$ cat src/rtl/int_pkg.sv
// Shared types and constants for the interrupt entry sequencer.
// The flag-save feature is selected by the INT_FLAGS_SAVE_EN macro in int_sequencer.
package int_pkg;

    typedef enum logic [2:0] {
        ST_IDLE,
        ST_DRAIN,
        ST_PUSH_PC_HI,
        ST_PUSH_PC_LO,
        ST_PUSH_FLAGS,
        ST_VEC_HI,
        ST_VEC_LO,
        ST_JUMP
    } int_state_t;

    localparam logic [15:0] INT_VEC_ADDR_DEFAULT = 16'h0000;

    localparam int FLAG_Z_BIT = 2;
    localparam int FLAG_N_BIT = 1;
    localparam int FLAG_C_BIT = 0;

    // Places the Z/N/C flags at their architectural bit positions in a stack word.
    function automatic logic [15:0] flags_word(input logic [2:0] flags);
        logic [15:0] w;
        w             = '0;
        w[FLAG_Z_BIT] = flags[FLAG_Z_BIT];
        w[FLAG_N_BIT] = flags[FLAG_N_BIT];
        w[FLAG_C_BIT] = flags[FLAG_C_BIT];
        return w;
    endfunction

endpackage

$ cat src/rtl/irq_edge_latch.sv
// Rising-edge detector on the external interrupt line with a single-entry pending latch.
// Edges arriving while a request is already pending are dropped.
module irq_edge_latch (
    input  logic clk,
    input  logic rst,
    input  logic irq_in,
    input  logic clr,
    output logic req
);

    logic irq_d_q;
    logic irq_d_d;
    logic pending_q;
    logic pending_d;
    logic irq_edge;

    always_comb begin
        irq_edge  = irq_in & ~irq_d_q;
        irq_d_d   = irq_in;
        pending_d = clr ? 1'b0 : (pending_q | irq_edge);
        // The edge itself counts so the sequencer can leave IDLE in the detection cycle.
        req       = pending_q | irq_edge;
    end

    always_ff @(posedge clk) begin
        if (rst) begin
            irq_d_q   <= 1'b0;
            pending_q <= 1'b0;
        end else begin
            irq_d_q   <= irq_d_d;
            pending_q <= pending_d;
        end
    end

endmodule

$ cat src/rtl/int_sequencer.sv
// Interrupt entry sequencer: drain, push return PC (and flags when INT_FLAGS_SAVE_EN
// is defined), fetch the 32-bit ISR vector from data memory and force a PC load.
module int_sequencer
    import int_pkg::*;
#(
    parameter logic [15:0] VEC_ADDR     = INT_VEC_ADDR_DEFAULT,
    parameter int          DRAIN_CYCLES = 3
) (
    input  logic        clk,
    input  logic        rst,
    input  logic        irq_in,
    input  logic        stall,
    input  logic        branch_in_flight,
    input  logic [31:0] pc_next,
    input  logic [2:0]  flags_in,
    input  logic        push_ready,
    input  logic [15:0] mem_read_data,
    output logic        interrupt_signal,
    output logic        fetch_hold,
    output logic        push_valid,
    output logic [15:0] push_data,
    output logic        vec_read,
    output logic [15:0] vec_addr,
    output logic        pc_load,
    output logic [31:0] pc_load_value,
    output logic        busy
);

    localparam int               CNT_W     = $clog2(DRAIN_CYCLES + 2);
    localparam logic [CNT_W-1:0] DRAIN_MAX = CNT_W'(DRAIN_CYCLES);

    int_state_t       state_q, state_d;
    logic [CNT_W-1:0] cnt_q, cnt_d;
    logic [31:0]      pc_q, pc_d;
    logic [15:0]      vec_hi_q, vec_hi_d;
    logic             pend_req;
    logic             pend_clr;

`ifdef INT_FLAGS_SAVE_EN
    logic [2:0]       flags_q, flags_d;
`else
    logic             unused_flags;
    assign unused_flags = ^flags_word(flags_in);
`endif

    irq_edge_latch u_edge (
        .clk    (clk),
        .rst    (rst),
        .irq_in (irq_in),
        .clr    (pend_clr),
        .req    (pend_req)
    );

    always_comb begin
        state_d       = state_q;
        cnt_d         = '0;
        pc_d          = pc_q;
        vec_hi_d      = vec_hi_q;
        pend_clr      = 1'b0;
        push_valid    = 1'b0;
        push_data     = '0;
        vec_read      = 1'b0;
        vec_addr      = '0;
        pc_load       = 1'b0;
        pc_load_value = '0;
`ifdef INT_FLAGS_SAVE_EN
        flags_d       = flags_q;
`endif
        case (state_q)
            ST_IDLE: begin
                if (pend_req) state_d = ST_DRAIN;
            end
            ST_DRAIN: begin
                if (cnt_q == DRAIN_MAX) begin
                    pc_d     = pc_next;
`ifdef INT_FLAGS_SAVE_EN
                    flags_d  = flags_in;
`endif
                    pend_clr = 1'b1;
                    state_d  = ST_PUSH_PC_HI;
                end else if (!stall && !branch_in_flight) begin
                    cnt_d = cnt_q + 1'b1;
                end
            end
            ST_PUSH_PC_HI: begin
                push_valid = 1'b1;
                push_data  = pc_q[31:16];
                if (push_ready) state_d = ST_PUSH_PC_LO;
            end
            ST_PUSH_PC_LO: begin
                push_valid = 1'b1;
                push_data  = pc_q[15:0];
`ifdef INT_FLAGS_SAVE_EN
                if (push_ready) state_d = ST_PUSH_FLAGS;
`else
                if (push_ready) state_d = ST_VEC_HI;
`endif
            end
`ifdef INT_FLAGS_SAVE_EN
            ST_PUSH_FLAGS: begin
                push_valid = 1'b1;
                push_data  = flags_word(flags_q);
                if (push_ready) state_d = ST_VEC_HI;
            end
`endif
            ST_VEC_HI: begin
                vec_read = 1'b1;
                vec_addr = VEC_ADDR;
                state_d  = ST_VEC_LO;
            end
            ST_VEC_LO: begin
                // Read data for the high half arrives now, one cycle after its request.
                vec_read = 1'b1;
                vec_addr = VEC_ADDR + 16'd1;
                vec_hi_d = mem_read_data;
                state_d  = ST_JUMP;
            end
            ST_JUMP: begin
                pc_load       = 1'b1;
                pc_load_value = {vec_hi_q, mem_read_data};
                state_d       = pend_req ? ST_DRAIN : ST_IDLE;
            end
            default: state_d = ST_IDLE;
        endcase
    end

    assign interrupt_signal = (state_q != ST_IDLE);
    assign busy             = interrupt_signal;
    assign fetch_hold       = (state_q != ST_IDLE) && (state_q != ST_JUMP);

    always_ff @(posedge clk) begin
        if (rst) begin
            state_q  <= ST_IDLE;
            cnt_q    <= '0;
            pc_q     <= '0;
            vec_hi_q <= '0;
`ifdef INT_FLAGS_SAVE_EN
            flags_q  <= '0;
`endif
        end else begin
            state_q  <= state_d;
            cnt_q    <= cnt_d;
            pc_q     <= pc_d;
            vec_hi_q <= vec_hi_d;
`ifdef INT_FLAGS_SAVE_EN
            flags_q  <= flags_d;
`endif
        end
    end

endmodule

$ cat config.mk
export PLATFORM = sky130hd
export DESIGN_NAME = int_sequencer
export DESIGN_NICKNAME = d
export VERILOG_FILES = /design/src/rtl/int_pkg.sv /design/src/rtl/irq_edge_latch.sv /design/src/rtl/int_sequencer.sv
export SDC_FILE = /design/constraint.sdc
export NUM_CORES = 1
export LEC_CHECK = 0
export BUFFER_PORTS_ARGS = -buffer_cell sky130_fd_sc_hd__buf_2
export CORE_ASPECT_RATIO = 1.2
export CORE_UTILIZATION = 50
export DETAILED_ROUTE_END_ITERATION = 6
export HOLD_SLACK_MARGIN = 0.02
export PLACE_DENSITY_LB_ADDON = 0.25
export SYNTH_ARGS = -nofsm -noshare
export SYNTH_HDL_FRONTEND = slang
export SYNTH_SLANG_ARGS = --single-unit
$ cat constraint.sdc
create_clock -name clk -period 3.05 [get_ports clk]
set_input_delay 0.1525 -clock clk [delete_from_list [all_inputs] [get_ports clk]]
set_output_delay 0.1525 -clock clk [all_outputs]
set_load 0.02 [all_outputs]
# Word level (Yosys, flattened, before mapping)

Index checks and enable logic that the tools add are counted.

Register bits after elaboration: 56
Bits in latches: 0
Bits in writable memories: 0
Memory bits (read-only): 0
Bits of input ports: 57
Logic and storage cells: 50
Memories: 0

Add/subtract/negate cells: 1
Multipliers: 0
Divide/modulo/power cells: 0
Magnitude comparators: 0
Eq/ne operators: 12
Shift operators: 0
Multiplexer cells: 14
Bitwise logic cells: 5
Reductions and logical operators: 12

Operators by type and width:

| operator                                                         | number |
|---|---|
| 32-bit 2-to-1 mux                                                | 1 |
| 16-bit one-hot mux with 2 select lines                           | 1 |
| 3-bit one-hot mux with 7 select lines                            | 1 |
| 3-bit 2-to-1 mux                                                 | 4 |
| 3-bit by 2-bit == test with 1-bit output (second input constant) | 3 |
| 3-bit == test (second input constant)                            | 3 |
| 2-bit inequality test (second input constant)                    | 4 |
| 1-bit 2-to-1 mux                                                 | 7 |
| 2-bit OR reduction                                               | 3 |
| 4-bit AND reduction                                              | 1 |
| 4-bit OR reduction                                               | 1 |
| 3-bit by 1-bit adder with 3-bit output (second input constant)   | 1 |
| 3-bit by 1-bit == test with 1-bit output (second input constant) | 1 |
| 3-bit zero test                                                  | 1 |
| 3-bit inequality test (second input constant)                    | 1 |
| 1-bit inverter                                                   | 3 |
| 3-bit nonzero test                                               | 1 |
| 1-bit logical AND                                                | 2 |
| 1-bit zero test                                                  | 2 |
| 2-bit AND reduction                                              | 1 |
| 1-bit AND                                                        | 1 |
| 1-bit bitwise OR                                                 | 1 |

# Depth between registers and ports, before layout

Gate-level depths: netlist of run 1.

Word-level depth: 5
Gate-level depth with buffers: 8
Depth with buffers taken out: 5

# Hierarchy

Synthesis of run 1 repeated with hierarchy kept, for this count alone.

Cell total of the unflattened synthesis: 347
Area, all modules: 2929.1 um^2

Modules (own cells, without submodules):

| module         | instances | cells an instance | area each (um^2) | sequential area each (um^2) |
|---|---|---|---|---|
| int_sequencer  | 1         | 340               | 2851.5           | 1081.0 |
| irq_edge_latch | 1         | 7                 | 77.6             | 40.0 |

# Worst setup path before layout of run 1

No wires, ideal clock.

Path type: register to output
From: register state_q[1]
To: output port pc_load_value[22]
Arrival time: 1.258 ns
Setup slack: 1.639 ns
Cell stages (with the launch flop): 6
Path buffers: 3
Cell sequence: dfxtp_1 > buf_2 > and3_1 > clkbuf_1 > buf_2 > and2_1

Longest elaborated chain between the ends: 2

Ends and longest elaborated chain:

| what                   | RTL line             | text |
|---|---|---|
| from (decl)            | int_sequencer.sv:32  | `int_state_t state_q, state_d;` |
| from (signal assigned) | int_sequencer.sv:141 | `state_q <= state_d;` |
| 3-bit == test          | int_sequencer.sv:69  | `case (state_q)` |
| 32-bit 2-to-1 mux      | int_sequencer.sv:69  |  |
| to (decl)              | int_sequencer.sv:25  | `output logic [31:0] pc_load_value,` |

No other way between the ends.

# Final worst setup path of run 1

From: register state_q[0]
To: output port pc_load_value[16]

The elaborated chain is that of the path after synthesis.

==> impl_metrics.py, run 1 <==
metrics = {
    "outcome": {
        "status": "completed",
    },
    "floorplan": {
        "die_h_microns": 82.0,
        "fp-row-count": 28,
        "io_pins": 127,
        "start_util_pct": 52.8,
        "die_w_microns": 68.6,
        "coreArea_sq_um": 5040,
        "die_area_sq_um": 5630,
    },
    "power_and_ir_drop": {
        "ir_drop_mv": 0.317,
        "p_switching_uw": 460,
        "swShare_pct": 30.8,
        "p_int_uw": 1040,
        "power_frac_clock_pct": 25.4,
        "power_per_cell_area_nw_per_um2": 473,
        "seq_power_share_pct": 52.3,
        "p_comb_share_pct": 22.3,
        "leakagePower_uw": 0.00143,
    },
    "route": {
        "vias_per_cell": 4.79,
        "first_pass_iters": 4,
        "drtIter0Drc": 74,
        "final_antenna_net_count": 0,
        "wirelength_microns": 5540,
        "drt-wirelength-per-cell_microns": 11.2,
        "vias": 2369,
        "remaining_drc_errors": 0,
    },
    "logic_synthesis": {
        "synth-seq-cells": 56,
        "yosysUniqueCellTypes": 28,
        "syn_avg_cell_area_sq_um": 7.70,
        "synth_top_flop_cell": "dfxtp_1",
        "yosysTopAreaCellShare_pct": 42.1,
        "yosysTopAreaCell": "dfxtp_1",
        "syn_area_sq_um": 2670,
        "synth-edff-count": 0,
        "seq_area_frac_synth_pct": 42.1,
        "yosys.cell_count.top_type": "nand2_1",
        "netlist_top_cells_area": "dfxtp_1, nand2_1, a21oi_1",
        "synth-async-reset-ratio_pct": 0,
        "synthCells": 346,
        "synth_commonest_cells": "nand2_1, dfxtp_1, a21oi_1",
        "ys_warn_count": 0,
    },
    "global_routing": {
        "grt_pass1_vias": 1986,
        "overflow": 0,
        "grt_pass1_wl_microns": 8480,
        "grt_max_degree": 56,
        "antenna_found_initial": 0,
        "grt_use_total_pct": 20.2,
    },
    "sta": {
        "worstMarginPinSlew_ps": 1040,
        "finalMaxSlewViolations": 0,
        "fin_crit_ps": 2350,
        "finalHoldViolations": 0,
        "finClkSkew_ps": 6.73,
        "finalCritPeriodShare_pct": 77.1,
        "max-slew-margin-rel_pct": 30.4,
        "clock.fmax_mhz": 425,
        "tns_ps": 0,
        "setup_viol": 0,
        "rsz0062_at_grt": "false",
    },
    "clocking": {
        "clock-sinks": 56,
        "ctsResizeCount": 0,
        "cts_hold_buffers": 0,
        "cts_buffer_depth": 2,
        "clkSlewWorstSetupHoldPaths_ps": 90,
        "htree_levels": 2,
        "cts_root_buf": "clkbuf_8",
        "cts_setup_buffers": 0,
        "cts_tree": "done",
        "clk_latency_ps": 310,
        "cts-buffers-inserted": 5,
    },
    "worst_setup_path": {
        "worstPathRequired_ps": 2900,
        "startpoint_type": "register",
        "critical_path.endpoint_type": "output pin",
        "arrival_ps": 2200,
        "slowest_delay_ps": 790,
        "cp_cell_sequence": "and3_1, and2_1, buf_2",
        "path_max_fanout": 34,
        "r2r_cells": 4,
        "crit_path_top_delay_cell": "and3_1",
        "path_class": "register to output pin",
    },
    "hold_path": {
        "hold_depth": 3,
        "hold_class": "input pin to register",
    },
    "layout": {
        "final_nets": 494,
        "num-fill-cells": 490,
        "drive_above_1_share_pct": 27.6,
        "syn_to_final_growth_pct": 18.8,
        "multiInputGateArea_sq_um": 1320,
        "layout.cells.non_filler": 495,
        "n_antenna_cell": 0,
        "regArea_sq_um": 1120,
    },
    "placed_design": {
        "io_buffers": 108,
        "place_congestion": 0.731,
        "hpwl_microns": 3810,
        "place_inst": 488,
    },
    "run": {
        "cap_violations": 0,
    },
}
routing by layer:
metal	part of all wire, %	global-route usage, %	routed length [microns]	vias to the layer above
met3	7.1	6.67	391	7
met4	1.6	8.13	91	0
met1	43	22.1	2380	1035
li1	-	-	-	1250
met2	48	35.2	2680	77
met5	0	0	0	-
sequential cells by signal (all words and copies together), names as in the netlist:
name / count
u_edge.pending_q: 1
pc_q: 32
state_q: 3
vec_hi_q: 16
cnt_q: 3
u_edge.irq_d_q: 1
path summary, 6_finish.rpt:
| path | start | end | slack, ps |
|---|---|---|---|
| max | state_q[0]$_SDFFE_PP0P_ | pc_load_value[16] | 700 |
| max reg2reg | state_q[0]$_SDFFE_PP0P_ | pc_q[22]$_SDFFE_PP0P_ | 880 |
| min reg2reg | cnt_q[0]$_SDFF_PP0_ | cnt_q[0]$_SDFF_PP0_ | 430 |
| min | pc_next[24] | pc_q[24]$_SDFFE_PP0P_ | 70 |
per-stage QoR:
stage	util, %	total power [uW]	cell area (sq um)	setup slack, ps	hold slack (ps)
final	62.7	1500	3170	699	71.0
after CTS	62.7	1510	3170	682	65.6
after floorplan	-	1080	2720	1640	281
after global routing	62.7	1580	3170	480	62.2
after detailed placement	61.2	1140	3090	880	400
after global placement	61.2	1130	3090	931	393
logic make-up (layout without fill, tap and decap cells):
group	count (synthesis)	in the layout	share of synthesized area (%)
DFF	56	56	42.1
and+or+nand+nor	171	171	29.2
AOI/OAI and AO/OA	52	52	10.6
other	1	15	0.141
adders and majority gates	2	2	0.939
xor gates and xnor gates	1	1	0.329
muxes	17	17	6.38
buffers and inverters	46	121	10.4
cell type report:
cell class | instances | area share, %
Clock buffer | 6 | 2.29
Clock inverter | 1 | 0.158
Inverter | 4 | 0.553
Multi-Input combinational cell | 258 | 41.7
Sequential cell | 56 | 35.4
Tap cell | 60 | 2.37
Timing Repair Buffer | 110 | 17.5
layout by cell type (no fill, tap or decap), drive strengths merged, types with 2 or more instances in the layout:
cell type / synthesis / layout
clkbuf: 10 / 6
ha: 2 / 2
dfxtp: 56 / 56
nor4: 2 / 2
nor2: 22 / 22
mux2i: 17 / 17
nand2: 99 / 99
and2b: 2 / 2
nor2b: 2 / 2
and2: 34 / 34
a21oi: 49 / 49
and3: 2 / 2
conb: 1 / 15
nand2b: 2 / 2
buf: 32 / 110
nor3: 3 / 3
inv: 4 / 4
power groups by stage:
stage	combinational, uW	sequential (uW)	clock (uW)
after CTS	336	783	391
after global routing	369	789	418
after detailed placement	335	801	0
final	333	783	381
after global placement	332	798	0
after floorplan	313	766	0
worst max-delay path, delay by kind of cell, from the launching register on:
kind	cells	cell delay (ps)
buffers and inverters	1	160
flip-flops	1	710
AND/OR/NAND/NOR	2	1020
Note: power is estimated with default switching activity, not from simulation.
==> inputs of run 2 (changes only) <==
- ABC_AREA: unset -> 1
- CORE_UTILIZATION: 50 -> 46
- clock period: 3.05 -> 2.4 ns (I/O delays scaled with it)
==> run 2 against run 1 <==
  * The run now ends with DRC left
  * Design area rose by 0.16%
  * Critical path type unchanged
  * Combinational power is 47% higher
  * Worst setup slack worse by 340 ps
  * Routed wire length is 0.85% lower
  * First-iteration DRC count up 2.7%
  * Largest cell class is now registers
  * Sequential power grew 25%
  * Clock power increased by 37%
  * Area after synthesis is 0.94% lower
  * Global-route usage shrank 2.1 points
  * Non-clock buffer count did not move
  * Highest routed layer unchanged
==> impl_metrics.py, run 2 <==
metrics = {
    "floorplan": {
        "io_pins": 127,
        "die_h_microns": 85.0,
        "die_area_sq_um": 6050,
        "coreArea_sq_um": 5410,
        "start_util_pct": 48.8,
        "die_w_microns": 71.2,
        "fp-row-count": 29,
    },
    "worst_setup_path": {
        "slowest_delay_ps": 380,
        "critical_path.endpoint_type": "output pin",
        "cp_cell_sequence": "inv_2, nand3_1, inv_2, a32o_1, buf_2",
        "r2r_setup_slack_ps": 610,
        "r2r-end": "vec_hi_q[9]$_SDFFE_PP0P_",
        "r2r_cells": 5,
        "startpoint_type": "register",
        "reg2reg_from": "state_q[1]$_SDFFE_PP0P_",
        "path_common_cell": "inv_2",
        "arrival_ps": 1920,
        "crit_path_top_delay_cell": "dfxtp_1",
        "path_class": "register to output pin",
        "worstPathRequired_ps": 2280,
        "path_max_fanout": 21,
    },
    "clocking": {
        "clk_latency_ps": 300,
        "cts_root_buf": "clkbuf_8",
        "clock-sinks": 56,
        "clkSlewWorstSetupHoldPaths_ps": 90,
        "cts-buffers-inserted": 5,
        "cts_buffer_depth": 2,
        "htree_levels": 2,
        "ctsResizeCount": 0,
        "cts_tree": "done",
    },
    "hold_path": {
        "min_from": "irq_in",
        "hold_depth": 3,
        "holdPathEnd": "u_edge.irq_d_q$_SDFF_PP0_",
        "hold_class": "input pin to register",
    },
    "layout": {
        "num-fill-cells": 514,
        "drive_above_1_share_pct": 28.3,
        "post-route-util_pct": 58.6,
        "top_register": "pc_q",
        "fin_area_sq_um": 3170,
        "final_nets": 514,
        "syn_to_final_growth_pct": 20.1,
        "layout.cells.non_filler": 518,
        "top_regs": "pc_q: 32 flops, vec_hi_q: 16 flops",
        "final_cell_mix": "nor2_1, buf_2, dfxtp_1",
        "n_antenna_cell": 0,
        "largest_reg_flops": 32,
    },
    "route": {
        "drt-wirelength-per-cell_microns": 10.6,
        "remaining_drc_errors": 12,
        "vias_per_cell": 4.73,
        "top_layer_used": "met4",
        "wirelength_microns": 5490,
        "final_antenna_net_count": 0,
        "first_pass_iters": 7,
        "wl_met2_microns": 2660,
        "drtIter0Drc": 76,
        "vias": 2451,
        "wl_met1_microns": 2440,
        "wl_met3_microns": 356,
    },
    "placed_design": {
        "place_congestion": 0.818,
        "dpl_cell_area_sq_um": 3070,
        "io_buffers": 108,
        "hpwl_microns": 3810,
        "place_inst": 509,
    },
    "logic_synthesis": {
        "yosys.cell_count.top_type": "nor2_1",
        "synthCells": 361,
        "synth-async-reset-ratio_pct": 0,
        "synth-edff-count": 0,
        "yosysTopAreaCellShare_pct": 42.5,
        "syn_area_sq_um": 2640,
        "synth-seq-cells": 56,
        "syn_avg_cell_area_sq_um": 7.31,
        "synth_commonest_cells": "nor2_1, dfxtp_1, inv_1",
        "yosysUniqueCellTypes": 23,
        "ys_warn_count": 0,
        "yosysTopAreaCell": "dfxtp_1",
        "netlist_top_cells_area": "dfxtp_1, nor2_1, o21ai_0",
        "seq_area_frac_synth_pct": 42.5,
        "synth_top_flop_cell": "dfxtp_1",
    },
    "global_routing": {
        "grt_pass1_vias": 2078,
        "grt_max_degree": 34,
        "antenna_found_initial": 0,
        "grt_pass1_wl_microns": 8820,
        "overflow": 0,
        "grt_use_total_pct": 18.1,
    },
    "sta": {
        "hold_slack_ps": 38.0,
        "finClkSkew_ps": 8.02,
        "clock.fmax_mhz": 490,
        "setup_viol": 0,
        "tns_ps": 0,
        "worstMarginPinSlew_ps": 634,
        "finalCritPeriodShare_pct": 85.0,
        "rsz0062_at_grt": "false",
        "max-slew-margin-rel_pct": 57.7,
        "fin_crit_ps": 2040,
        "finalHoldViolations": 0,
        "finalMaxSlewViolations": 0,
    },
    "power_and_ir_drop": {
        "p_int_uw": 1340,
        "leakagePower_uw": 0.00157,
        "swShare_pct": 32.9,
        "p_comb_share_pct": 24.5,
        "ir_drop_mv": 0.378,
        "power_per_cell_area_nw_per_um2": 628,
        "power_frac_clock_pct": 26.2,
        "seq_power_share_pct": 49.2,
        "p_switching_uw": 655,
    },
    "outcome": {
        "violations": "DRC",
        "status": "complete, but fails checks",
    },
    "run": {
        "cap_violations": 0,
    },
}
[run 2: cell count changes after synthesis, sizes merged, moves of 3 or more]
cell	delta
a21oi	-32
a32o	+16
and2	-34
buf	-3
inv	+46
mux2i	-17
nand2	-86
nand3	+4
nor2	+90
o21ai	+51
[run 2: worst max-delay path: cells and delay by family, from the launching register on]
family | cells | cell delay [ps]
simple gates | 1 | 200
compound gates | 1 | 210
flops | 1 | 380
buf+inv | 3 | 830
[run 2: final cells by class]
cell class | instances | area (sq um) | share of cell area, %
sequential | 56 | 1120 | 35.4
multi-input combinational | 232 | 1120 | 35.3
timing repair buffer | 110 | 571 | 18.0
inverter | 50 | 190 | 6.00
clock buffer | 6 | 82.6 | 2.60
tap | 62 | 77.6 | 2.45
clock inverter | 2 | 10.0 | 0.316
[run 2: logic make-up after synthesis]
group	count (synthesis)	share of synthesized area [%]
DFF	56	42.5
other	1	0.142
buffers and inverters	87	17.2
AOI/OAI and AO/OA	84	19.0
adders and majority gates	2	0.948
and+or+nand+nor	131	20.3
[run 2: metal layers]
metal | global-route usage [%] | vias to the layer above
li1 | - | 1300
met1 | 21.5 | 1067
met2 | 31.9 | 82
met3 | 4.39 | 2
met4 | 5.45 | 0
met5 | 0 | -
[run 2: per-stage QoR]
step	power (uW)	worst slack, ps
global placement	1490	661
global route	2110	205
detailed placement	1490	619
finish	1990	360
CTS	2010	352
floorplan	1390	965
[run 2: timing repair]
action                                 4_1_cts  5_1_grt
hold buffers                                 1        0
endpoints found under the hold margin        2        0
setup buffers                                0        0
[run 2: worst max-delay path by stage]
stage	start	to	slack (ps)	cells after the start
after detailed placement	state_q[1]$_SDFFE_PP0P_	vec_hi_q[9]$_SDFFE_PP0P_	620	5
final	state_q[2]$_SDFFE_PP0P_	push_data[2]	360	5
after global placement	state_q[1]$_SDFFE_PP0P_	vec_hi_q[6]$_SDFFE_PP0P_	660	5
after floorplan	state_q[2]$_SDFFE_PP0P_	pc_load_value[10]	960	6
after CTS	state_q[2]$_SDFFE_PP0P_	push_data[4]	350	5
after global routing	state_q[1]$_SDFFE_PP0P_	vec_addr[0]	200	5
[run 2: power groups by stage]
stage	Sequential, uW	Combinational (uW)	Clock, uW
2_1_floorplan	997	389	0
3_3_place_gp	1000	486	0
3_5_place_dp	1000	488	0
4_1_cts	980	491	542
5_1_grt	983	546	580
6_report	981	489	522
==> inputs of run 3 (changes only) <==
- ABC_CLOCK_PERIOD_IN_PS: unset -> 2400
- HOLD_SLACK_MARGIN: 0.02 -> 0.1
==> run 3 against run 2 <==
  * The flow still finishes with violations (DRC)
  * Combinational power up 9.0%
  * Worst hold slack gained 64 ps
  * Clock skew shrank 1.4 ps
  * Sequential power barely moved
  * Non-clock buffer count increased by 35
  * Sequential cell count stayed put
  * Register-to-register slack about the same
  * First-iteration DRC count stayed put
  * Worst setup slack improved by 2.3 ps
  * Critical endpoint unchanged
  * Highest routed layer unchanged
==> impl_metrics.py, run 3 (same netlist as run 2, synthesis figures left out) <==
metrics = {
    "layout": {
        "post-route-util_pct": 65.1,
        "drive_above_1_share_pct": 26.3,
        "top_register": "pc_q",
        "syn_to_final_growth_pct": 33.4,
        "final_cell_mix": "nor2_1, buf_2, dfxtp_1",
        "top_regs": "pc_q: 32 flops, vec_hi_q: 16 flops",
        "n_antenna_cell": 0,
        "largest_reg_flops": 32,
        "final_nets": 549,
        "num-fill-cells": 470,
    },
    "clocking": {
        "cts_hold_buffers": 36,
        "clk_latency_ps": 310,
        "htree_levels": 2,
        "cts-buffers-inserted": 5,
        "cts_tree": "done",
        "cts_setup_buffers": 0,
        "cts_buffer_depth": 2,
        "clkSlewWorstSetupHoldPaths_ps": 90,
        "cts_root_buf": "clkbuf_8",
        "ctsResizeCount": 0,
        "clock-sinks": 56,
    },
    "floorplan": {
        "die_h_microns": 85.0,
        "start_util_pct": 48.8,
        "fp-row-count": 29,
        "die_area_sq_um": 6050,
        "coreArea_sq_um": 5410,
        "io_pins": 127,
        "die_w_microns": 71.2,
    },
    "sta": {
        "clock.fmax_mhz": 491,
        "finClkSkew_ps": 6.60,
        "max-slew-margin-rel_pct": 58.0,
        "fin_crit_ps": 2040,
        "tns_ps": 0,
        "setup_slack_ps": 362,
        "worstMarginPinSlew_ps": 629,
        "finalCritPeriodShare_pct": 84.9,
        "hold_slack_ps": 102,
        "rsz0062_at_grt": "false",
        "finalHoldViolations": 0,
        "setup_viol": 0,
        "finalMaxSlewViolations": 0,
    },
    "route": {
        "final_antenna_net_count": 0,
        "remaining_drc_errors": 12,
        "first_pass_iters": 6,
        "wirelength_microns": 6010,
        "drt-wirelength-per-cell_microns": 10.9,
        "vias_per_cell": 4.77,
        "vias": 2636,
        "drtIter0Drc": 76,
    },
    "placed_design": {
        "place_congestion": 0.818,
        "post-place-ws_ps": 619,
        "hpwl_microns": 3810,
        "io_buffers": 108,
    },
    "power_and_ir_drop": {
        "swShare_pct": 32.6,
        "power_per_cell_area_nw_per_um2": 579,
        "p_int_uw": 1370,
        "power_frac_clock_pct": 25.8,
        "p_switching_uw": 665,
        "seq_power_share_pct": 48.1,
        "leakagePower_uw": 0.00172,
        "ir_drop_mv": 0.374,
        "p_comb_share_pct": 26.2,
    },
    "worst_setup_path": {
        "critical_path.endpoint_type": "output pin",
        "worst-path-buf-inv": 3,
        "startpoint_type": "register",
        "cp_cell_sequence": "inv_2, nand3_1, inv_2, a32o_1, buf_2",
        "path_max_fanout": 21,
        "arrival_ps": 1920,
        "critPathTopFamily": "buffers and inverters",
        "path_class": "register to output pin",
        "crit_path_top_delay_cell": "dfxtp_1",
        "worstPathRequired_ps": 2280,
        "path_common_cell": "inv_2",
        "slowest_delay_ps": 380,
    },
    "global_routing": {
        "antenna_found_initial": 0,
        "grt_pass1_vias": 2305,
        "grt_max_degree": 34,
        "overflow": 0,
        "grt_pass1_wl_microns": 9690,
        "grt_use_total_pct": 19.8,
    },
    "hold_path": {
        "hold_class": "input pin to register",
    },
    "run": {
        "cap_violations": 0,
    },
    "outcome": {
        "status": "complete, but fails checks",
        "violations": "DRC",
    },
}
[run 3: cell types whose count changed in the layout (fill, tap and decap cells not counted), sizes merged]
cell	delta
dlygate4sd3	+35
[run 3: layer usage]
layer | GRT usage [%] | vias to the layer above | share of wire, %
met5 | 0 | - | 0
met4 | 7.45 | 0 | 1.8
met3 | 4.87 | 12 | 5.9
met2 | 35.5 | 92 | 50
met1 | 22.6 | 1157 | 43
li1 | - | 1375 | -
[run 3: path summary, 6_finish.rpt]
path	start	slack, ps	to	cells after the start
worst max-delay path	state_q[2]$_SDFFE_PP0P_	360	push_data[2]	5
worst min-delay path	pc_next[6]	100	pc_q[6]$_SDFFE_PP0P_	3
worst max register to register	state_q[1]$_SDFFE_PP0P_	620	vec_hi_q[9]$_SDFFE_PP0P_	5
worst min register to register	cnt_q[0]$_SDFF_PP0_	430	cnt_q[0]$_SDFF_PP0_	1
[run 3: power by group through the flow]
stage,clock (uW),sequential [uW],combinational (uW)
detailed placement,0,1000,488
global route,579,983,593
finish,526,980,533
CTS,542,980,534
floorplan,0,997,389
global placement,0,1000,486
[run 3: cell type report]
class	count	area, sq um	share of cell area, %
clock buffer	6	82.6	2.35
clock inverter	2	10.0	0.284
inverter	50	190	5.40
multi-input combinational	232	1120	31.8
sequential	56	1120	31.8
tap	62	77.6	2.20
timing repair buffer	145	921	26.2
[run 3: stage by stage]
step / power, uW / cells / area (sq um)
4_1_cts: 2060 / 553 / 3520
2_1_floorplan: 1390 / 375 / 2690
3_5_place_dp: 1490 / 509 / 3070
6_report: 2040 / 553 / 3520
3_3_place_gp: 1490 / 509 / 3070
5_1_grt: 2160 / 553 / 3520
[run 3: worst min-delay path, stage by stage]
cell and delay [ps]:
buf_2 70, o21ai_0 80, nor2_1 100
